$ cat src/rtl/mem_port_arbiter_pkg.sv
// Shared types for the IF/MEM memory port arbiter: FSM state and transaction owner.
// Owner reset value is OWNER_IF.
package mem_port_arbiter_pkg;

   typedef enum logic [1:0] {
      ARB_IDLE = 2'd0,
      ARB_REQ  = 2'd1,
      ARB_RESP = 2'd2
   } arb_state_t;

   typedef enum logic {
      OWNER_IF = 1'b0,
      OWNER_DM = 1'b1
   } arb_owner_t;

endpackage

$ cat src/rtl/mem_arb_select.sv
// Winner select for the shared memory port: data first, but a waiting fetch is forced through
// after MAX_DATA_STREAK consecutive data wins. Combinational winner; streak updates on accept.
module mem_arb_select
   import mem_port_arbiter_pkg::*;
#(
   parameter int MAX_DATA_STREAK = 4
) (
   input  logic       clock,
   input  logic       reset,
   input  logic       if_req,
   input  logic       dm_req,
   input  logic       accept,
   output arb_owner_t winner
);

   localparam int STREAK_W = $clog2(MAX_DATA_STREAK + 1);
   localparam logic [STREAK_W-1:0] STREAK_MAX = STREAK_W'(MAX_DATA_STREAK);

   logic [STREAK_W-1:0] streak_q;

   always_comb begin
      winner = OWNER_IF;
      if (dm_req && !(if_req && streak_q == STREAK_MAX)) begin
         winner = OWNER_DM;
      end
   end

   // Only data wins that leave a fetch waiting count towards starvation.
   always_ff @(posedge clock) begin
      if (reset) begin
         streak_q <= '0;
      end else if (accept) begin
         if (winner == OWNER_DM && if_req) begin
            if (streak_q != STREAK_MAX) begin
               streak_q <= streak_q + 1'b1;
            end
         end else begin
            streak_q <= '0;
         end
      end
   end

endmodule

$ cat src/rtl/mem_port_arbiter.sv
// Shares one memory req/gnt/rvalid port between fetch and load/store, one transaction at a time.
// Request sampled in N -> gnt at N+1 -> rvalid at N+2; requesters hold req until their gnt.
module mem_port_arbiter
   import mem_port_arbiter_pkg::*;
#(
   parameter int ADDR_W          = 32,
   parameter int DATA_W          = 32,
   parameter int MAX_DATA_STREAK = 4
) (
   input  logic                clock,
   input  logic                reset,
   input  logic                if_req_ip,
   input  logic [ADDR_W-1:0]   if_addr_ip,
   input  logic                if_flush_ip,
   output logic                if_gnt_op,
   output logic                if_rvalid_op,
   output logic [DATA_W-1:0]   if_rdata_op,
   output logic                if_stall_op,
   input  logic                dm_req_ip,
   input  logic                dm_we_ip,
   input  logic [DATA_W/8-1:0] dm_be_ip,
   input  logic [ADDR_W-1:0]   dm_addr_ip,
   input  logic [DATA_W-1:0]   dm_wdata_ip,
   output logic                dm_gnt_op,
   output logic                dm_rvalid_op,
   output logic [DATA_W-1:0]   dm_rdata_op,
   output logic                mem_req_op,
   output logic                mem_we_op,
   output logic [DATA_W/8-1:0] mem_be_op,
   output logic [ADDR_W-1:0]   mem_addr_op,
   output logic [DATA_W-1:0]   mem_wdata_op,
   input  logic                mem_gnt_ip,
   input  logic                mem_rvalid_ip,
   input  logic [DATA_W-1:0]   mem_rdata_ip
);

   localparam int BE_W = DATA_W / 8;

   arb_state_t        state_q, state_d;
   arb_owner_t        owner_q;
   arb_owner_t        winner;
   logic              drop_q;
   logic              accept;
   logic              req_we_q;
   logic [BE_W-1:0]   req_be_q;
   logic [ADDR_W-1:0] req_addr_q;
   logic [DATA_W-1:0] req_wdata_q;

   assign accept = (state_q == ARB_IDLE) && (if_req_ip || dm_req_ip);

   mem_arb_select #(
      .MAX_DATA_STREAK(MAX_DATA_STREAK)
   ) u_select (
      .clock  (clock),
      .reset  (reset),
      .if_req (if_req_ip),
      .dm_req (dm_req_ip),
      .accept (accept),
      .winner (winner)
   );

   always_ff @(posedge clock) begin
      if (reset) begin
         state_q     <= ARB_IDLE;
         owner_q     <= OWNER_IF;
         drop_q      <= 1'b0;
         req_we_q    <= 1'b0;
         req_be_q    <= '0;
         req_addr_q  <= '0;
         req_wdata_q <= '0;
      end else begin
         state_q <= state_d;
         if (accept) begin
            owner_q <= winner;
            if (winner == OWNER_DM) begin
               req_we_q    <= dm_we_ip;
               req_be_q    <= dm_be_ip;
               req_addr_q  <= dm_addr_ip;
               req_wdata_q <= dm_wdata_ip;
            end else begin
               req_we_q    <= 1'b0;
               req_be_q    <= '1;
               req_addr_q  <= if_addr_ip;
               req_wdata_q <= '0;
            end
         end
         // A flushed fetch still finishes on the bus; only its response is hidden.
         if (state_q == ARB_IDLE) begin
            drop_q <= 1'b0;
         end else if (owner_q == OWNER_IF && if_flush_ip) begin
            drop_q <= 1'b1;
         end
      end
   end

   always_comb begin
      state_d      = state_q;
      if_gnt_op    = 1'b0;
      if_rvalid_op = 1'b0;
      if_rdata_op  = '0;
      dm_gnt_op    = 1'b0;
      dm_rvalid_op = 1'b0;
      dm_rdata_op  = '0;
      mem_req_op   = 1'b0;
      mem_we_op    = 1'b0;
      mem_be_op    = '0;
      mem_addr_op  = '0;
      mem_wdata_op = '0;
      if_stall_op  = if_req_ip && !(owner_q == OWNER_IF && state_q != ARB_IDLE);
      case (state_q)
         ARB_IDLE: begin
            if (accept) begin
               state_d = ARB_REQ;
            end
         end
         ARB_REQ: begin
            mem_req_op   = 1'b1;
            mem_we_op    = req_we_q;
            mem_be_op    = req_be_q;
            mem_addr_op  = req_addr_q;
            mem_wdata_op = req_wdata_q;
            if (mem_gnt_ip) begin
               state_d = ARB_RESP;
               if (owner_q == OWNER_DM) begin
                  dm_gnt_op = 1'b1;
               end else begin
                  if_gnt_op = 1'b1;
               end
            end
         end
         ARB_RESP: begin
            if (mem_rvalid_ip) begin
               state_d = ARB_IDLE;
               if (owner_q == OWNER_DM) begin
                  dm_rvalid_op = 1'b1;
                  dm_rdata_op  = mem_rdata_ip;
               end else if (!drop_q && !if_flush_ip) begin
                  if_rvalid_op = 1'b1;
                  if_rdata_op  = mem_rdata_ip;
               end
            end
         end
         default: state_d = ARB_IDLE;
      endcase
      // Outputs stay quiet while reset is held, whatever state is still registered.
      if (reset) begin
         if_gnt_op    = 1'b0;
         if_rvalid_op = 1'b0;
         if_rdata_op  = '0;
         if_stall_op  = 1'b0;
         dm_gnt_op    = 1'b0;
         dm_rvalid_op = 1'b0;
         dm_rdata_op  = '0;
         mem_req_op   = 1'b0;
         mem_we_op    = 1'b0;
         mem_be_op    = '0;
         mem_addr_op  = '0;
         mem_wdata_op = '0;
      end
   end

   a_if_req_held: assert property (@(posedge clock) disable iff (reset)
      (state_q == ARB_REQ && owner_q == OWNER_IF && !mem_gnt_ip) |-> if_req_ip);

   a_dm_req_held: assert property (@(posedge clock) disable iff (reset)
      (state_q == ARB_REQ && owner_q == OWNER_DM && !mem_gnt_ip) |-> dm_req_ip);

endmodule
$ cat config.mk
export PLATFORM = sky130hd
export DESIGN_NAME = mem_port_arbiter
export DESIGN_NICKNAME = d
export VERILOG_FILES = /design/src/rtl/mem_port_arbiter_pkg.sv /design/src/rtl/mem_arb_select.sv /design/src/rtl/mem_port_arbiter.sv
export SDC_FILE = /design/constraint.sdc
export NUM_CORES = 1
export LEC_CHECK = 0
export ABC_CLOCK_PERIOD_IN_PS = 2550
export BUFFER_PORTS_ARGS = -buffer_cell sky130_fd_sc_hd__buf_2
export CORE_AREA = 2 2 109 111
export CTS_CLUSTER_DIAMETER = 40
export DETAILED_ROUTE_END_ITERATION = 10
export DIE_AREA = 0 0 111 113
export HOLD_SLACK_MARGIN = 0.05
export PLACE_DENSITY_LB_ADDON = 0.12
export REMOVE_ABC_BUFFERS = 1
export SETUP_SLACK_MARGIN = 0.5
export SYNTH_ARGS = -nofsm -noshare
export SYNTH_HDL_FRONTEND = slang
export SYNTH_HIERARCHICAL = 1
export SYNTH_SLANG_ARGS = --single-unit
export TNS_END_PERCENT = 100
$ cat constraint.sdc
create_clock -name clock -period 2.55 [get_ports clock]
set_input_delay 0.51 -clock clock [delete_from_list [all_inputs] [get_ports clock]]
set_output_delay 0.51 -clock clock [all_outputs]
set_load 0.03 [all_outputs]
==> implementation parameters <==
Parameter                              Value

Finish
  Layout-stage area growth over the synthesis result    79.0%
  Register Area    1530 um2
  Fraction of layout instances using a drive strength above 1    59.2%
  Fill cell total of the finished layout    871
  Final net count    940
  Number of antenna diodes    0
  Area of the multi-input gates    2760 um2
  Layout Utilization    68.6%

GRT
  Initial antenna violation count    0
  Total track usage    25.4%
  Vias in the first global route    approximately 4800
  Total gr overflow    0
  Global-route wire length before repair    25800 um
  Pin count of the biggest net entering global routing    76

Critical path
  Critical-path cell with the highest stage delay    dfxtp_4
  Required time worst endpoint    between 2000 and 2500 ps
  Worst endpoint data arrival time    approximately 1800 ps
  CP Buf/Inv Count    3
  Worst-case register-to-register setup slack    around 610 ps
  Worst setup path startpoint    state_q[1]
  Cell family with the largest share of critical-path delay    simple AND/OR/NAND/NOR gates
  CP cell instances    nand2_4 -> nor4_4 -> buf_6 -> buf_12 -> and2_1 -> clkbuf_4
  Setup Crit Path Kind    flip-flop to output pin
  Largest driver fanout on the critical path    5
  Nature of the critical path startpoint    flip-flop
  Worst r2r src    state_q[0]
  Type of element capturing the critical path    output pin
  Delay contributed by the slowest stage of the critical path    390 ps

Place
  I/O Buffers    between 200 and 300
  Detail Placement HPWL    between 9000 and 10000 um
  Setup Slack @ Placement    295 ps
  Final GP Congestion    0.897

Synth
  Sequential share of the synthesized area    35.2%
  Leading post-synthesis cells by cell area    dfxtp_1 (35%), and2_1 (18%), a21oi_1 (8.5%)
  Ys Warns    6
  Synth Flop Type    dfxtp_1
  Area share of the largest cell type after synthesis    35.2%
  Synthesized area per cell    8.40 um2
  Post-synthesis instance area    between 4000 and 5000 um2
  Distinct cell type count of the synthesized netlist    36
  Cell taking the most area after synthesis    dfxtp_1
  Post-synth EDFFs    0
  Seq cells post-synth    76
  Post-synthesis async set-or-reset flop share    0%
  Number of cells produced by synthesis    just over 500

Clock network
  Number of buffers created by CTS    9
  Clock-pin slew of the registers on the worst-case setup and hold paths    60 ps
  Number of sinks on the clock net    76
  Worst-Skew Late Latency    approximately 330 ps
  H-tree levels    3
  Clock tree from TritonCTS    done
  Maximum buffer depth of the clock tree    2
  Cell at the root of the clock tree    clkbuf_16

Min path
  Worst hold start    mem_gnt_ip
  Hold WC Path Type    input pin to flip-flop

Detailed routing
  Total number of vias    between 4000 and 5000
  Remaining number of nets flagged by the antenna check after routing    0
  Starting DRC count in detailed routing    between 300 and 400
  Top metal layer carrying routed signals    met4
  Post-detailed-route wirelength per cell    18.1 um
  Post-Route M1 WL    7220 um
  Total routed wirelength    17100 um
  DRT Pass-1 Iters    4
  Routed via count divided by cell count    5.27
  Metal2 WL    8630 um
  Residual DRC count    0
  Met3 routed wirelength    around 1100 um

Power
  Worst-case vdd ir drop    0.323 mV
  P per Cell Area    468 nW/um2
  Pleak    3.65 nW

STA
  Transition at the pin with the smallest max-transition slack    835 ps
  Period utilization    91.2%
  Worst clock skew    5.83 ps
  Final number of setup-violating endpoints    0
  Pins Over Slew Limit    0
  Max-slew headroom at the worst pin    44.3%
  Final worst setup slack    between 200 and 250 ps
  Upper clock frequency limit    430 MHz
  Unrepaired setup endpoints after global routing    true
  Crit path time final    2330 ps
  Final count of hold timing violations    0

Flow run
  Maxcap violations    0

Die
  I/O pin count    279
  Die Area    12500 um2
  Core region area    11300 um2
  Standard-cell rows    39
  Initial Utilization    38.3%
  Vert. Die Dim    113 um
  Die width    approximately 110 um

Run status
  Outcome    finished, final reports clean
[registers in the layout (all words and copies together), names as in the netlist]
| signal | cells |
|---|---|
| req_we_q | 1 |
| u_select/streak_q | 3 |
| owner_q | 1 |
| req_addr_q | 32 |
| drop_q | 1 |
| state_q | 2 |
| req_wdata_q | 32 |
| req_be_q | 4 |
[cell families (layout without fill, tap and decap cells)]
family / count (synthesis) / after routing / share of synthesized area, %
AOI/OAI and AO/OA: 146 / 146 / 19.6
xor gates and xnor gates: 2 / 2 / 0.406
adders and majority gates: 2 / 2 / 0.580
buffers and inverters: 65 / 354 / 7.62
DFF: 76 / 76 / 35.2
muxes: 33 / 33 / 7.65
and+or+nand+nor: 190 / 190 / 28.9
[per-stage QoR]
stage / hold WS [ps] / power (mW) / std cells / instance area, um2 / setup TNS (ps)
floorplan: 439 / 1.73 / 458 / 4020 / -224770
global placement: 452 / 2.01 / 891 / 5750 / 0
detailed placement: 461 / 2.02 / 891 / 5750 / 0
CTS: 402 / 3.61 / 940 / 7430 / 0
global route: 440 / 3.77 / 946 / 7730 / 0
finish: 431 / 3.62 / 946 / 7730 / 0
[synth_stat cells (2+ instances only)]
cell / instances
nor2_2: 2
o21ai_0: 34
inv_1: 9
or2_2: 2
dfxtp_1: 76
a211oi_1: 32
clkbuf_2: 3
ha_1: 2
a311oi_1: 4
mux2i_1: 33
nand4_1: 33
nor2_1: 3
nor3_1: 3
and2_2: 12
a21oi_1: 73
nor4_4: 2
clkbuf_1: 25
buf_6: 7
nand2_1: 3
and2_1: 121
buf_2: 20
[path summary, 6_finish.rpt]
| kind | to | cells past startpoint |
|---|---|---|
| worst max register to register | u_select/streak_q[1] | 7 |
| worst min register to register | req_wdata_q[6] | 2 |
| worst min-delay path | state_q[0] | 2 |
| worst max-delay path | dm_rdata_op[17] | 6 |
[power breakdown]
part / switching [mW] / internal, mW
logic: 0.468 / 0.433
registers: 0.0591 / 1.29
clock network: 0.489 / 0.879
[area by class of cell]
| type | instances | area share, % |
|---|---|---|
| well taps | 143 | 2.32 |
| flip-flops and latches | 76 | 19.8 |
| multi-input cells | 373 | 35.7 |
| clock buffers | 11 | 3.14 |
| clock inverters | 5 | 0.971 |
| repair buffers | 329 | 37.6 |
| inverters | 9 | 0.437 |
[routing by layer]
metal	global-route usage [%]	vias to the layer above
met5	0	-
met4	7.33	0
met3	5.14	17
met2	43.0	182
met1	32.9	2406
li1	-	2383
[timing repair]
item	4_1_cts	5_1_grt
gates cloned	12	2
gates resized for setup	295	84
pin swaps	69	25
buffers inserted	21	4
hold buffers	0	0
endpoints found under the setup margin	139	139
[worst register-to-register path, cell delays in order, from the launching register on]
cell	delay, ps
dfxtp_4	350
buf_6	130
buf_4	140
or2_4	260
nor2_8	460
inv_1	160
a31oi_4	210
nor3_1	80
[layout by cell type (no fill, tap or decap), types with 2 or more instances in the layout]
| master | netlist | routed |
|---|---|---|
| nor2_1 | 3 | 3 |
| and2_2 | 12 | 12 |
| buf_16 | 0 | 11 |
| and2_1 | 121 | 21 |
| clkinv_2 | 0 | 3 |
| buf_4 | 1 | 12 |
| nand2_1 | 3 | 2 |
| buf_2 | 20 | 171 |
| inv_1 | 9 | 8 |
| dfxtp_1 | 76 | 73 |
| o21ai_0 | 34 | 34 |
| nor3_1 | 3 | 3 |
| a211oi_1 | 32 | 32 |
| ha_1 | 2 | 2 |
| buf_8 | 0 | 2 |
| dfxtp_4 | 0 | 2 |
| mux2i_1 | 33 | 33 |
| a311oi_1 | 4 | 4 |
| nor4_4 | 2 | 2 |
| buf_12 | 0 | 13 |
| nand4_1 | 33 | 33 |
| bufinv_16 | 0 | 2 |
| buf_6 | 7 | 116 |
| and2_4 | 0 | 100 |
| a21oi_1 | 73 | 72 |
| a31oi_4 | 1 | 2 |
| clkbuf_16 | 0 | 11 |
(Power assumes the default switching activity.)
